<file path="config.mk">
export PLATFORM = sky130hd
export DESIGN_NAME = ttc_event_gen19
export DESIGN_NICKNAME = d
export VERILOG_FILES = /design/src/rtl/ttc_event_gen19.sv
export SDC_FILE = /design/constraint.sdc
export NUM_CORES = 1
export LEC_CHECK = 0
export CAP_MARGIN = 20
export CORE_MARGIN = 3
export CORE_UTILIZATION = 46
export CTS_BUF_LIST = sky130_fd_sc_hd__clkbuf_4 sky130_fd_sc_hd__clkbuf_8
export DETAILED_ROUTE_END_ITERATION = 16
export HOLD_SLACK_MARGIN = 0.12
export PLACE_DENSITY_LB_ADDON = 0.2
export SLEW_MARGIN = 15
export SYNTH_ARGS = -nofsm -noshare
export SYNTH_HDL_FRONTEND = slang
export SYNTH_SLANG_ARGS = --single-unit
</file>
<file path="constraint.sdc">
create_clock -name pclk19 -period 7.65 [get_ports pclk19]
set_clock_uncertainty 0.05 [all_clocks]
set_input_delay 1.53 -clock pclk19 [delete_from_list [all_inputs] [get_ports pclk19]]
set_output_delay 1.53 -clock pclk19 [all_outputs]
set_load 0.02 [all_outputs]
</file>
<file path="src/rtl/ttc_event_gen19.sv">
// Timer/counter event generator: prescaled up/down counter with interval,
// match and overflow event pulses and a software counter restart.
// Ports:
//   pclk19, n_p_reset19    clock, async active-low reset
//   pwdata19               write data shared by all register strobes
//   cntr_ctrl_sel19        control write strobe (pwdata19[6:0])
//   interval_sel19         interval write strobe
//   match_sel19[2:0]       one-hot match 1..3 write strobes
//   count_val19            current counter value
//   cntr_ctrl_out19        control readback (bit4 reads 0)
//   interval_intr19        interval reached pulse
//   match_intr19[3:1]      match n pulses
//   overflow_intr19        free-run wrap pulse
//   restart19              software restart pulse
module ttc_event_gen19 (
  input  logic        pclk19,
  input  logic        n_p_reset19,
  input  logic [15:0] pwdata19,
  input  logic        cntr_ctrl_sel19,
  input  logic        interval_sel19,
  input  logic [2:0]  match_sel19,
  output logic [15:0] count_val19,
  output logic [6:0]  cntr_ctrl_out19,
  output logic        interval_intr19,
  output logic [3:1]  match_intr19,
  output logic        overflow_intr19,
  output logic        restart19
);

  localparam int unsigned CNT_W  = 16;
  localparam int unsigned CTRL_W = 7;
  localparam int unsigned PRE_W  = 8;
  localparam int unsigned N_MAT  = 3;

  logic [CTRL_W-1:0] ctrl_q;
  logic [CNT_W-1:0]  interval_q;
  logic [CNT_W-1:0]  match_q [N_MAT];
  logic [PRE_W-1:0]  pre_q;

  logic              dis_c, intv_mode_c, dec_c, mat_en_c;
  logic              tick_c;
  logic              restart_wr_c;
  logic [CNT_W-1:0]  cnt_nxt_c;
  logic [CNT_W-1:0]  load_val_c;
  logic              int_hit_c, ovf_hit_c;
  logic [N_MAT-1:0]  mat_hit_c;

  assign dis_c        = ctrl_q[0];
  assign intv_mode_c  = ctrl_q[1];
  assign dec_c        = ctrl_q[2];
  assign mat_en_c     = ctrl_q[3];
  assign restart_wr_c = cntr_ctrl_sel19 & pwdata19[4];

  assign cntr_ctrl_out19 = ctrl_q;

  // Tick when the low prescaler bits for the selected divide ratio are all ones
  always_comb begin
    tick_c = 1'b0;
    case (ctrl_q[6:5])
      2'b00:   tick_c = 1'b1;
      2'b01:   tick_c = &pre_q[1:0];
      2'b10:   tick_c = &pre_q[3:0];
      default: tick_c = &pre_q;
    endcase
    tick_c = tick_c & ~dis_c;
  end

  // Next count and the events that update produces
  always_comb begin
    cnt_nxt_c = count_val19;
    int_hit_c = 1'b0;
    ovf_hit_c = 1'b0;
    if (!dec_c) begin
      if (intv_mode_c && (count_val19 == interval_q)) begin
        cnt_nxt_c = '0;
        int_hit_c = 1'b1;
      end else begin
        // Also covers interval mode with count above a lowered interval
        cnt_nxt_c = count_val19 + CNT_W'(1);
        ovf_hit_c = (count_val19 == {CNT_W{1'b1}});
      end
    end else if (intv_mode_c) begin
      if (count_val19 == '0) begin
        cnt_nxt_c = interval_q;
        int_hit_c = 1'b1;
      end else begin
        cnt_nxt_c = count_val19 - CNT_W'(1);
      end
    end else begin
      cnt_nxt_c = count_val19 - CNT_W'(1);
      ovf_hit_c = (count_val19 == '0);
    end
    // A tick that leaves the count unchanged never raises a match
    for (int i = 0; i < int'(N_MAT); i++) begin
      mat_hit_c[i] = mat_en_c && (cnt_nxt_c != count_val19) &&
                     (cnt_nxt_c == match_q[i]);
    end
  end

  // Restart load value follows the direction/mode bits of the same write
  always_comb begin
    load_val_c = '0;
    if (pwdata19[2]) begin
      load_val_c = pwdata19[1] ? interval_q : {CNT_W{1'b1}};
    end
  end

  // Configuration registers
  always_ff @(posedge pclk19 or negedge n_p_reset19) begin
    if (!n_p_reset19) begin
      ctrl_q     <= CTRL_W'(7'h01);
      interval_q <= '0;
      for (int i = 0; i < int'(N_MAT); i++) match_q[i] <= '0;
    end else begin
      if (cntr_ctrl_sel19) ctrl_q <= {pwdata19[6:5], 1'b0, pwdata19[3:0]};
      if (interval_sel19)  interval_q <= pwdata19;
      for (int i = 0; i < int'(N_MAT); i++) begin
        if (match_sel19[i]) match_q[i] <= pwdata19;
      end
    end
  end

  // Prescaler, counter and registered event pulses
  always_ff @(posedge pclk19 or negedge n_p_reset19) begin
    if (!n_p_reset19) begin
      pre_q           <= '0;
      count_val19     <= '0;
      interval_intr19 <= 1'b0;
      match_intr19    <= '0;
      overflow_intr19 <= 1'b0;
      restart19       <= 1'b0;
    end else if (restart_wr_c) begin
      pre_q           <= '0;
      count_val19     <= load_val_c;
      interval_intr19 <= 1'b0;
      match_intr19    <= '0;
      overflow_intr19 <= 1'b0;
      restart19       <= 1'b1;
    end else begin
      restart19       <= 1'b0;
      interval_intr19 <= 1'b0;
      match_intr19    <= '0;
      overflow_intr19 <= 1'b0;
      if (!dis_c) pre_q <= pre_q + PRE_W'(1);
      if (tick_c) begin
        count_val19     <= cnt_nxt_c;
        interval_intr19 <= int_hit_c;
        match_intr19    <= mat_hit_c;
        overflow_intr19 <= ovf_hit_c;
      end
    end
  end

endmodule

</file>
# After elaboration in Yosys (flattened, before gate mapping)
# Index checks and enable logic that the tools add are counted.
word_totals:
  ff_bits: 100
  elab_cells: 62
  in_bits: 23
  out_inout_bits: 29
op_classes:
  add_sub_neg: 3
  n_mux: 25
  eq_ne: 9
  bitwise: 3
  reduce_logical: 11
op_table:
  columns: ["op", "count"]
  rows:
  - ["2-to-1 mux 16 bit", 8]
  - ["== test 16 bit", 4]
  - ["adder 16 x 1 -> 16 bit (second input constant)", 1]
  - ["== test 16 bit (second input constant)", 1]
  - ["logical NOT 16 bit", 1]
  - ["2-to-1 mux 8 bit", 2]
  - ["!= test 16 bit", 1]
  - ["subtractor 16 x 1 -> 16 bit (second input constant)", 1]
  - ["2-to-1 mux 1 bit", 12]
  - ["adder 8 x 1 -> 8 bit (second input constant)", 1]
  - ["AND reduction 8 bit", 1]
  - ["2-to-1 mux 3 bit", 2]
  - ["logical AND 1 bit", 5]
  - ["AND reduction 4 bit", 1]
  - ["case mux 1 bit (3 select lines)", 1]
  - ["bitwise AND 1 bit", 2]
  - ["== test 2 x 1 -> 1 bit (second input constant)", 1]
  - ["== test 2 bit (second input constant)", 1]
  - ["logical NOT 2 bit", 1]
  - ["!= test 2 x 1 -> 1 bit (second input constant)", 1]
  - ["AND reduction 2 bit", 1]
  - ["nonzero test 2 bit", 1]
  - ["NOT 1 bit", 1]

# Logic depth before layout (Yosys ltp)
# Gate-level depths: netlist of the first run.
depth:
  depth_word: 9
  depth_mapped: 14
  depth_no_buf: 11

# Worst setup path before layout of the first run
# OpenSTA, ideal clock, no wires.
synth_timing:
  path_kind: "reg-to-reg"
  startpoint: "register count_val19[1]"
  endpoint: "register match_intr19[1] (netlist name)"
  setup_ps: 131
  synth_period_minus_slack_ps: 3414
  t_required_ps: 7469
  path_stages_with_launch: 13
  n_path_buf: 1
  path_slack_ps: 4236
  arrival_time_ps: 3232
  path_cell_list: "dfrtp_1 buf_6 inv_1 ha_1 nor4b_4 and4_1 a311oi_1 a311oi_2 o211ai_1 or4_1 or4b_4 nor4_4 nor4_1"
synth_via:
  elab_chain_cells: 9
  word_cells_on_any_way: 15
  cone_classes: "2 x add/sub; 3 x eq/ne; 6 x mux; 4 x reduce/logical"
synth_rtl:
  columns: ["item", "line", "source"]
  rows:
  - ["start, declared", "22", "output logic [15:0] count_val19,"]
  - ["start signal, assigned", "134", "count_val19 <= load_val_c;"]
  - ["start signal, assigned", "146", "count_val19 <= cnt_nxt_c;"]
  - ["subtractor 16 x 1 -> 16 bit (tied with other cells)", "87, 90", null]
  - ["2-to-1 mux 16 bit or logical AND 1 bit (tied branches)", "83, 74", null]
  - ["2-to-1 mux 16 bit, on equally long branches", "82, 74", null]
  - ["2-to-1 mux 16 bit", "73", "if (!dec_c) begin"]
  - ["!= test 16 bit", "95", "mat_hit_c[i] = mat_en_c && (cnt_nxt_c != count_val19) &&"]
  - ["logical AND 1 bit", "95", null]
  - ["logical AND 1 bit *", "95", null]
  - ["2-to-1 mux 3 bit *", "145", "if (tick_c) begin"]
  - ["2-to-1 mux 3 bit *", "132", "end else if (restart_wr_c) begin"]
  - ["end signal, assigned", "148", "match_intr19 <= mat_hit_c;"]
  - ["end, declared", "25", "output logic [3:1] match_intr19,"]
# Mark *: on every way between the ends. The rest lies on a longest branch, timed or not.
# A chain may end at the register's enable or synchronous reset.

# Final worst setup path of the first run
layout_timing:
  startpoint: "register count_val19[1]"
  endpoint: "register match_intr19[3] (netlist name)"
# Same word-level chain as after synthesis.

==> results of run 1 <==
worst register-to-register path, stage by stage (launching register included):
cell,delay [ns]
dfrtp_1,0.54
inv_1,0.22
ha_1,0.23
nor4b_4,0.46
nand4_1,0.80
nand3_1,0.36
o21ai_0,0.19
a211oi_1,0.82
xnor2_1,0.21
nand3_1,0.09
or4_1,0.51
nor4_1,0.22
how the worst max path moves through the flow:
stage	slack, ns	endpoint	depth (start not counted)	from
3_3_place_gp	3.29	match_intr19[3]$_DFF_PN0_	11	count_val19[1]$_DFFE_PN0P_
5_1_grt	2.74	match_intr19[3]$_DFF_PN0_	11	count_val19[1]$_DFFE_PN0P_
4_1_cts	3.04	match_intr19[3]$_DFF_PN0_	11	count_val19[1]$_DFFE_PN0P_
6_report	2.85	match_intr19[3]$_DFF_PN0_	11	count_val19[1]$_DFFE_PN0P_
2_1_floorplan	4.24	match_intr19[1]$_DFF_PN0_	12	count_val19[1]$_DFFE_PN0P_
3_5_place_dp	3.15	match_intr19[3]$_DFF_PN0_	11	count_val19[1]$_DFFE_PN0P_
per-stage QoR:
step | utilization [%] | instances
2_1_floorplan | - | 704
3_3_place_gp | 51.19 | 882
3_5_place_dp | 51.19 | 882
4_1_cts | 52.44 | 898
5_1_grt | 52.63 | 899
6_report | 52.63 | 899
where the power goes:
part / internal, uW / leakage [uW] / switching (uW)
clock network: 127 / 0.0000945 / 193
logic: 307 / 0.00156 / 432
registers: 594 / 0.00119 / 159
total: 1030 / 0.00284 / 783
layout by cell type, fill, tap and decap left out, drive strengths merged, types with 5 or more instances in the layout:
master / Yosys / routed
a2111oi: 5 / 5
a211oi: 10 / 10
a21oi: 31 / 31
a311oi: 5 / 5
a31oi: 6 / 6
and3: 5 / 5
buf: 24 / 7
clkbuf: 33 / 11
clkdlybuf4s50: 0 / 49
clkinv: 1 / 6
dfrtp: 99 / 99
inv: 18 / 18
mux2: 69 / 69
mux2i: 13 / 13
nand2: 42 / 42
nand3: 20 / 20
nand3b: 6 / 6
nand4: 14 / 14
nor2: 48 / 48
nor2b: 8 / 8
nor3: 20 / 20
nor4: 20 / 20
o21a: 5 / 5
o21ai: 40 / 40
o22ai: 7 / 7
or3: 5 / 5
or4: 8 / 8
xnor2: 28 / 28
xor2: 43 / 43
state kept, by name, summed over array words and instances (netlist names):
register	flops
cntr_ctrl_out19	6
match_intr19	3
interval_intr19	1
overflow_intr19	1
match_q	48
pre_q	8
interval_q	16
restart19	1
count_val19	16
cell families after synthesis:
| family | count (synthesis) | share of synthesized area, % |
|---|---|---|
| compound gates | 149 | 15.14 |
| flops | 100 | 37.49 |
| buf+inv | 76 | 4.871 |
| other cells | 1 | 0.05615 |
| xor+xnor | 71 | 9.311 |
| fa+ha+maj | 4 | 0.7494 |
| simple gates | 221 | 18.81 |
| mux | 82 | 13.58 |
routing by layer:
| layer | vias to the layer above | routed length, um | global-route usage [%] |
|---|---|---|---|
| li1 | 2597 | - | - |
| met1 | 2928 | 9643 | 39.83 |
| met2 | 297 | 10040 | 42.53 |
| met3 | 62 | 1663 | 4.168 |
| met4 | 0 | 754 | 10.91 |
| met5 | - | 0 | 0 |
area by class of cell:
| class | count | area [um^2] | area share (%) |
|---|---|---|---|
| flip-flops and latches | 100 | 2504 | 33.88 |
| repair buffers | 56 | 563.0 | 7.618 |
| clock buffers | 11 | 138.9 | 1.879 |
| well taps | 180 | 225.2 | 3.047 |
| clock inverters | 5 | 36.28 | 0.4909 |
| inverters | 19 | 71.32 | 0.9650 |
| multi-input cells | 528 | 3852 | 52.12 |
==> results.cfg, run 1 <==
[global_route]
track_usage_pct = 27.80
grt-ovfl-total = 0
grt_pass1_vias = 5675
antenna_found_initial = 0
grt_max_degree = 72
grt_pass1_wl_mm = 34.29

[worst_hold_path]
holdPathEnd = match_q[11]$_DFFE_PN0P_
holdPathStages = 1
worstHoldStart = match_q[11]$_DFFE_PN0P_
hold_class = flop to flop

[detailed_routing]
vias = 5884
via_per_inst = 6.545
dr.first_iter.drc_count = 863
routed_wl_mm = 22.10
wire_per_inst_um = 24.59
first_pass_iters = 5
drc_errors = 0
drtAntennaViolNets = 0

[cts]
post_cts_resized = 0
cts_root_buffer = clkbuf_8
clock_sinks = 100
htreeDepth = 3
clock_latency_ns = 0.39
postCtsSetupRepairBufs = 0
clk_path_buf_depth = 2
cts-buffers-inserted = 9
ctsHoldBuffers = 0
clk_pin_slew_ns = 0.11
cts_tree = yes

[place]
gp_congestion = 1.026
placed_area_um2 = 7188
post-place-ws_ns = 3.147
io_buffer_count = 50
dp_hpwl_mm = 15.97

[floorplanning]
core_area_um2 = 14040
start_util_pct = 47.56
die_w_um = 126.5
num_io_pins = 52
die_area_um2 = 16000
chipHeight_um = 126.5
num_rows = 43

[logic_synthesis]
yosysMostFrequentCell = dfrtp_1
async_flop_share_pct = 100.0
synth-main-ff-cell = dfrtp_1
yosysTopAreaCell = dfrtp_1
synth_edf_count = 0
postSynthCellCount = 704
netlist_top_cells_area = dfrtp_1 37%, mux2_2 12%, xor2_1 5.6%
synth.distinct_cells = 76
syn-cell-area_um2 = 6679
yosysSeqAreaShare_pct = 37.49
ys_warn_count = 0
ys_seq_elements = 100
yosysTopAreaCellShare_pct = 37.09
synth.avg_cell_area_um2 = 9.487
synth_nets = 731
synth.cells.most_frequent = 99 x dfrtp_1, 69 x mux2_2, 48 x nor2_1

[layout]
fillers = 1281
layout.nets = 741
final_area_um2 = 7391
diodes = 0
syn2layout_area_growth_pct = 10.66
drive_gt1_share_pct = 16.13

[critical_path]
criticalPathCategory = flop to flop
worstSetupEndpointType = flop
rr_endpoint = match_intr19[3]$_DFF_PN0_
r2r-start = count_val19[1]$_DFFE_PN0P_
path_delay_family = simple AND/OR/NAND/NOR gates
rr_worst_depth = 11
path_cells = inv_1, ha_1, nor4b_4, nand4_1, nand3_1, o21ai_0, a211oi_1, xnor2_1, nand3_1, or4_1, nor4_1
critical_path.max_fanout = 15
crit_required_ns = 7.89
crit_arrival_ns = 5.04
slowest_stage = a211oi_1
cpPeakStageDelay_ns = 0.82
r2r_slack_ns = 2.85
cp_common_cell = nand3_1
crit_buf_inv = 1
start_kind = flop

[sta]
fmax_mhz = 208.2
rsz0062_at_grt = no
tns_ns = 0
drv_slew = 0
tightest_slew_ns = 1.067
min_period_over_period_pct = 62.79
max_slew_margin_pct = 28.66
period_minus_slack_ns = 4.804
hold_ws_ns = 0.4861
fin_ws_ns = 2.846
hold_viol_final = 0
finalSetupViolCount = 0

[power]
leakagePower_uw = 0.002845
irDropWorstVdd_mv = 0.1365
finalPower_uw = 1811
p_per_area_nw_per_um2 = 245.0

[outcome]
status = finished clean

[flow_run]
max_cap_viol_count = 0
(Power assumes the default switching activity.)
==> run 2, diff against run 1 <==
==> constraint.sdc (replaced) <==
create_clock -name pclk19 -period 4.9 [get_ports pclk19]
set_clock_uncertainty 0.05 [all_clocks]
set_input_delay 0.98 -clock pclk19 [delete_from_list [all_inputs] [get_ports pclk19]]
set_output_delay 0.98 -clock pclk19 [all_outputs]
set_load 0.02 [all_outputs]
==> run 2 against run 1 <==
Compared with the run above:
- maximum frequency is 9.5% higher
- clock power is 110% higher
- largest cell class unchanged
- non-clock buffer count is 12 higher
- critical path type unchanged
- flip-flop and latch count stayed put
- highest routed layer unchanged
==> results.cfg, run 2 (synthesized netlist as in run 1, its figures left out) <==
[detailed_routing]
dr.first_iter.drc_count = 636
vias = 5842
routed_wl_mm = 22.26
via_per_inst = 6.413
first_pass_iters = 6
drtAntennaViolNets = 0
wire_per_inst_um = 24.43
drc_errors = 0

[cts]
clock_sinks = 100
post_cts_resized = 0
cts_root_buffer = clkbuf_8
cts_tree = yes
cts-buffers-inserted = 9
htreeDepth = 3
ctsHoldBuffers = 0
clk_path_buf_depth = 2
clk_pin_slew_ns = 0.11
clock_latency_ns = 0.38
postCtsSetupRepairBufs = 0

[sta]
min_period_over_period_pct = 89.53
fmax_mhz = 227.9
finalSetupViolCount = 0
hold_viol_final = 0
rsz0062_at_grt = no
tightest_slew_ns = 1.072
drv_slew = 0
period_minus_slack_ns = 4.387
max_slew_margin_pct = 28.29
tns_ns = 0
fin_ws_ns = 0.5129

[power]
irDropWorstVdd_mv = 0.2010
leakagePower_uw = 0.002934
p_per_area_nw_per_um2 = 401.1

[floorplanning]
start_util_pct = 47.56
die_area_um2 = 16000
chipHeight_um = 126.5
core_area_um2 = 14040
num_io_pins = 52
die_w_um = 126.5
num_rows = 43

[global_route]
grt_pass1_vias = 5613
track_usage_pct = 27.74
grt_pass1_wl_mm = 34.05
grt-ovfl-total = 0
antenna_found_initial = 0
grt_max_degree = 72

[layout]
final_common_cell = dfrtp_1
drive_gt1_share_pct = 17.51
finalCoreUtilization_pct = 53.69
regMostFlops = match_q
reg_top3 = match_q: 48 flops, count_val19: 16 flops, interval_q: 16 flops
layout.nets = 753
mostFrequentLayoutCells = 99 x dfrtp_1, 69 x mux2_2, 49 x clkdlybuf4s50_1
final_area_um2 = 7540
layout.cells.non_filler = 911
largest_register_ffs = 48
syn2layout_area_growth_pct = 12.89
diodes = 0

[critical_path]
rr_worst_depth = 11
worstSetupEndpointType = flop
start_kind = flop
cpPeakStageDelay_ns = 0.74
criticalPathCategory = flop to flop
r2r_slack_ns = 0.51
crit_required_ns = 5.13
slowest_stage = nand4_1
crit_arrival_ns = 4.62
path_cells = inv_1, ha_1, nor4b_4, nand4_1, nand3_1, o211ai_1, and2_1, xor2_1, a2111oi_0, nand4_1, nor4_1
r2r-start = count_val19[1]$_DFFE_PN0P_
cp_common_cell = nand4_1
rr_endpoint = match_intr19[2]$_DFF_PN0_
critical_path.max_fanout = 12

[worst_hold_path]
hold_class = flop to flop
holdPathEnd = match_q[37]$_DFFE_PN0P_
worstHoldStart = match_q[37]$_DFFE_PN0P_
holdPathStages = 1

[outcome]
status = finished clean

[place]
io_buffer_count = 50
dp.cells = 895
gp_congestion = 1.012
post-place-ws_ns = 0.7078
placed_area_um2 = 7286
dp_hpwl_mm = 16.49

[flow_run]
max_cap_viol_count = 0
==> run 2: changes by cell type in the layout (fill, tap and decap cells not counted), moves of 2 or more <==
cell / previous run / this run
buf_4: 6 / 19
clkbuf_4: 2 / 0
clkinv_2: 2 / 0
bufinv_16: 0 / 3
==> run 2: area by class of cell <==
type                    instances  area [um^2]
fillers                      1276         6502
multi-input cells             528         3852
flip-flops and latches        100         2504
repair buffers                 68        633.1
well taps                     180        225.2
clock buffers                  10        137.6
clock inverters                 6        116.4
inverters                      19        71.32
==> run 2: stage by stage <==
stage,total power (uW),hold WS [ns]
after CTS,3018,0.4882
after global routing,3170,0.5121
after detailed placement,2341,0.4634
after floorplan,1914,0.4400
after global placement,2331,0.4539
final,3025,0.4810
==> run 2: worst max-delay path, delay by kind of cell, from the launching register on <==
family                     cells  cell delay (ns)
AOI/OAI and AO/OA              2             0.84
buffers and inverters          1             0.22
and+or+nand+nor                6             2.26
DFF                            1             0.54
xor gates and xnor gates       1             0.17
adders and majority gates      1             0.21
==> run 2: layer usage <==
layer	share of wire [%]	global-route usage (%)	wire length (um)
met4	3.4	9.211	761
met2	47	44.40	10360
met5	0	0	0
met3	7.5	4.295	1680
met1	42	38.64	9452
==> run 2: where the power goes <==
part / internal [uW] / switching (uW) / total, uW
sequential: 928 / 224 / 1150
combinational: 497 / 701 / 1200
clock: 358 / 316 / 675
total: 1780 / 1240 / 3020
==> run 2: worst max-delay path by stage <==
stage                                           from  cells after the start                         to  slack, ns
final                     count_val19[1]$_DFFE_PN0P_                     11  match_intr19[2]$_DFF_PN0_       0.51
after global routing      count_val19[1]$_DFFE_PN0P_                     11  match_intr19[2]$_DFF_PN0_       0.31
after CTS                 count_val19[1]$_DFFE_PN0P_                     11  match_intr19[2]$_DFF_PN0_       0.65
after detailed placement  count_val19[1]$_DFFE_PN0P_                     11  match_intr19[2]$_DFF_PN0_       0.71
after global placement    count_val19[1]$_DFFE_PN0P_                     11  match_intr19[2]$_DFF_PN0_       0.84
after floorplan           count_val19[1]$_DFFE_PN0P_                     12  match_intr19[1]$_DFF_PN0_       1.49
==> run 3, diff against run 2 <==
--- a/config.mk
+++ b/config.mk
@@ -12,6 +12,7 @@
 export DETAILED_ROUTE_END_ITERATION = 16
 export HOLD_SLACK_MARGIN = 0.12
 export PLACE_DENSITY_LB_ADDON = 0.2
+export SETUP_SLACK_MARGIN = 0.4
 export SLEW_MARGIN = 15
 export SYNTH_ARGS = -nofsm -noshare
 export SYNTH_HDL_FRONTEND = slang
==> run 3 against run 2 <==
Compared with the run above:
- clock-buffer cell count is the same
- first-iteration DRC count shrank 7.1%
- wire length shrank 0.37%
- critical endpoint unchanged
- cell count grew 0.22%
- largest cell class unchanged
==> results.cfg, run 3 (synthesized netlist as in run 1, its figures left out) <==
[critical_path]
start_kind = flop
path_cells = inv_1, ha_1, nor4b_4, and4_1, nor4_1, a311oi_2, or2_1, xnor2_1, a2111oi_0, nand4_1, nor4_1
worstSetupEndpointType = flop
slowest_stage = and4_1
crit_arrival_ns = 4.42
critical_path.max_fanout = 11
r2r_slack_ns = 0.71
cpPeakStageDelay_ns = 0.62
crit_required_ns = 5.13
cp_common_cell = nor4_1
rr_worst_depth = 11
criticalPathCategory = flop to flop
rr_endpoint = match_intr19[2]$_DFF_PN0_
r2r-start = count_val19[1]$_DFFE_PN0P_

[detailed_routing]
routed_wl_mm = 22.17
drc_errors = 0
wire_per_inst_um = 24.29
dr.first_iter.drc_count = 591
via_per_inst = 6.393
first_pass_iters = 5
vias = 5837
drtAntennaViolNets = 0

[worst_hold_path]
holdPathEnd = match_q[37]$_DFFE_PN0P_
holdPathStages = 1
worstHoldStart = match_q[37]$_DFFE_PN0P_
hold_class = flop to flop

[sta]
fmax_mhz = 238.8
tightest_slew_ns = 1.074
hold_viol_final = 0
max_slew_margin_pct = 28.18
rsz0062_at_grt = no
min_period_over_period_pct = 85.45
tns_ns = 0
period_minus_slack_ns = 4.187
hold_ws_ns = 0.4839
drv_slew = 0
finalSetupViolCount = 0

[layout]
diodes = 0
multiInputGateArea_um2 = 3852
regMostFlops = match_q
final_common_cell = dfrtp_1
fillers = 1274
regArea_um2 = 2504
layout.nets = 755
largest_register_ffs = 48
layout.cells.non_filler = 913
mostFrequentLayoutCells = 99 x dfrtp_1, 69 x mux2_2, 49 x clkdlybuf4s50_1
final_area_um2 = 7555
reg_top3 = match_q: 48 flops, count_val19: 16 flops, interval_q: 16 flops
drive_gt1_share_pct = 17.74
syn2layout_area_growth_pct = 13.11

[floorplanning]
chipHeight_um = 126.5
num_io_pins = 52
core_area_um2 = 14040
die_w_um = 126.5
die_area_um2 = 16000
num_rows = 43
start_util_pct = 47.56

[outcome]
status = finished clean

[global_route]
grt_max_degree = 72
grt_pass1_vias = 5613
track_usage_pct = 27.74
top_usage_layer = met2
grt_pass1_wl_mm = 34.05
antenna_found_initial = 0
grt_use_met3_pct = 4.295
grt-ovfl-total = 0
use_met2_pct = 44.40
gr-usage-met1_pct = 38.64

[flow_run]
max_cap_viol_count = 0

[cts]
cts_root_buffer = clkbuf_8
post_cts_resized = 0
cts_tree = yes
ctsHoldBuffers = 0
clk_pin_slew_ns = 0.10
cts-buffers-inserted = 9
clock_latency_ns = 0.38
clk_path_buf_depth = 2
htreeDepth = 3
clock_sinks = 100

[place]
placed_area_um2 = 7286
dp_hpwl_mm = 16.49
gp_congestion = 1.012
io_buffer_count = 50
dp.cells = 895

[power]
leakagePower_uw = 0.002942
irDropWorstVdd_mv = 0.2001
finalPower_uw = 3020
p_per_area_nw_per_um2 = 399.8
-- run 3: layout make-up --
cell class | instances | share of cell area (%)
inverters | 19 | 0.9440
flip-flops and latches | 100 | 33.14
multi-input cells | 528 | 50.99
well taps | 180 | 2.981
repair buffers | 70 | 8.579
clock buffers | 10 | 1.822
clock inverters | 6 | 1.540
-- run 3: where the power goes --
part	internal [uW]	switching [uW]	total [uW]
Combinational	497	700	1200
Clock	358	313	671
Sequential	928	223	1150
-- run 3: worst max path at each step --
stage | from | to | depth (start not counted)
after CTS | count_val19[1]$_DFFE_PN0P_ | match_intr19[2]$_DFF_PN0_ | 11
after floorplan | count_val19[1]$_DFFE_PN0P_ | match_intr19[1]$_DFF_PN0_ | 12
after global placement | count_val19[1]$_DFFE_PN0P_ | match_intr19[2]$_DFF_PN0_ | 11
after global routing | count_val19[1]$_DFFE_PN0P_ | match_intr19[3]$_DFF_PN0_ | 11
final | count_val19[1]$_DFFE_PN0P_ | match_intr19[2]$_DFF_PN0_ | 11
after detailed placement | count_val19[1]$_DFFE_PN0P_ | match_intr19[2]$_DFF_PN0_ | 11
-- run 3: worst max-delay path: cells and delay by family (launching register included) --
kind / cells / cell delay (ns)
simple gates: 6 / 1.92
compound gates: 2 / 1.01
flops: 1 / 0.53
buf+inv: 1 / 0.21
fa+ha+maj: 1 / 0.21
xor+xnor: 1 / 0.14
-- run 3: metal layers --
layer  vias to the layer above  share of wire, %
met2                       269                47
li1                       2617                 -
met3                        56               6.5
met1                      2895                43
met5                         -                 0
met4                         0               3.3
-- run 3: per-stage QoR --
step           utilization, %  worst slack [ns]
2_1_floorplan               -             1.486
3_3_place_gp            51.88            0.8355
3_5_place_dp            51.88            0.7078
4_1_cts                 53.69            0.6515
5_1_grt                 53.80            0.5417
6_report                53.80            0.7128
-- run 3: repair_timing --
| action | CTS | global route |
|---|---|---|
| hold endpoints to repair | 0 | 0 |
| setup endpoints to repair | 0 | 2 |
| setup buffers | 0 | 2 |
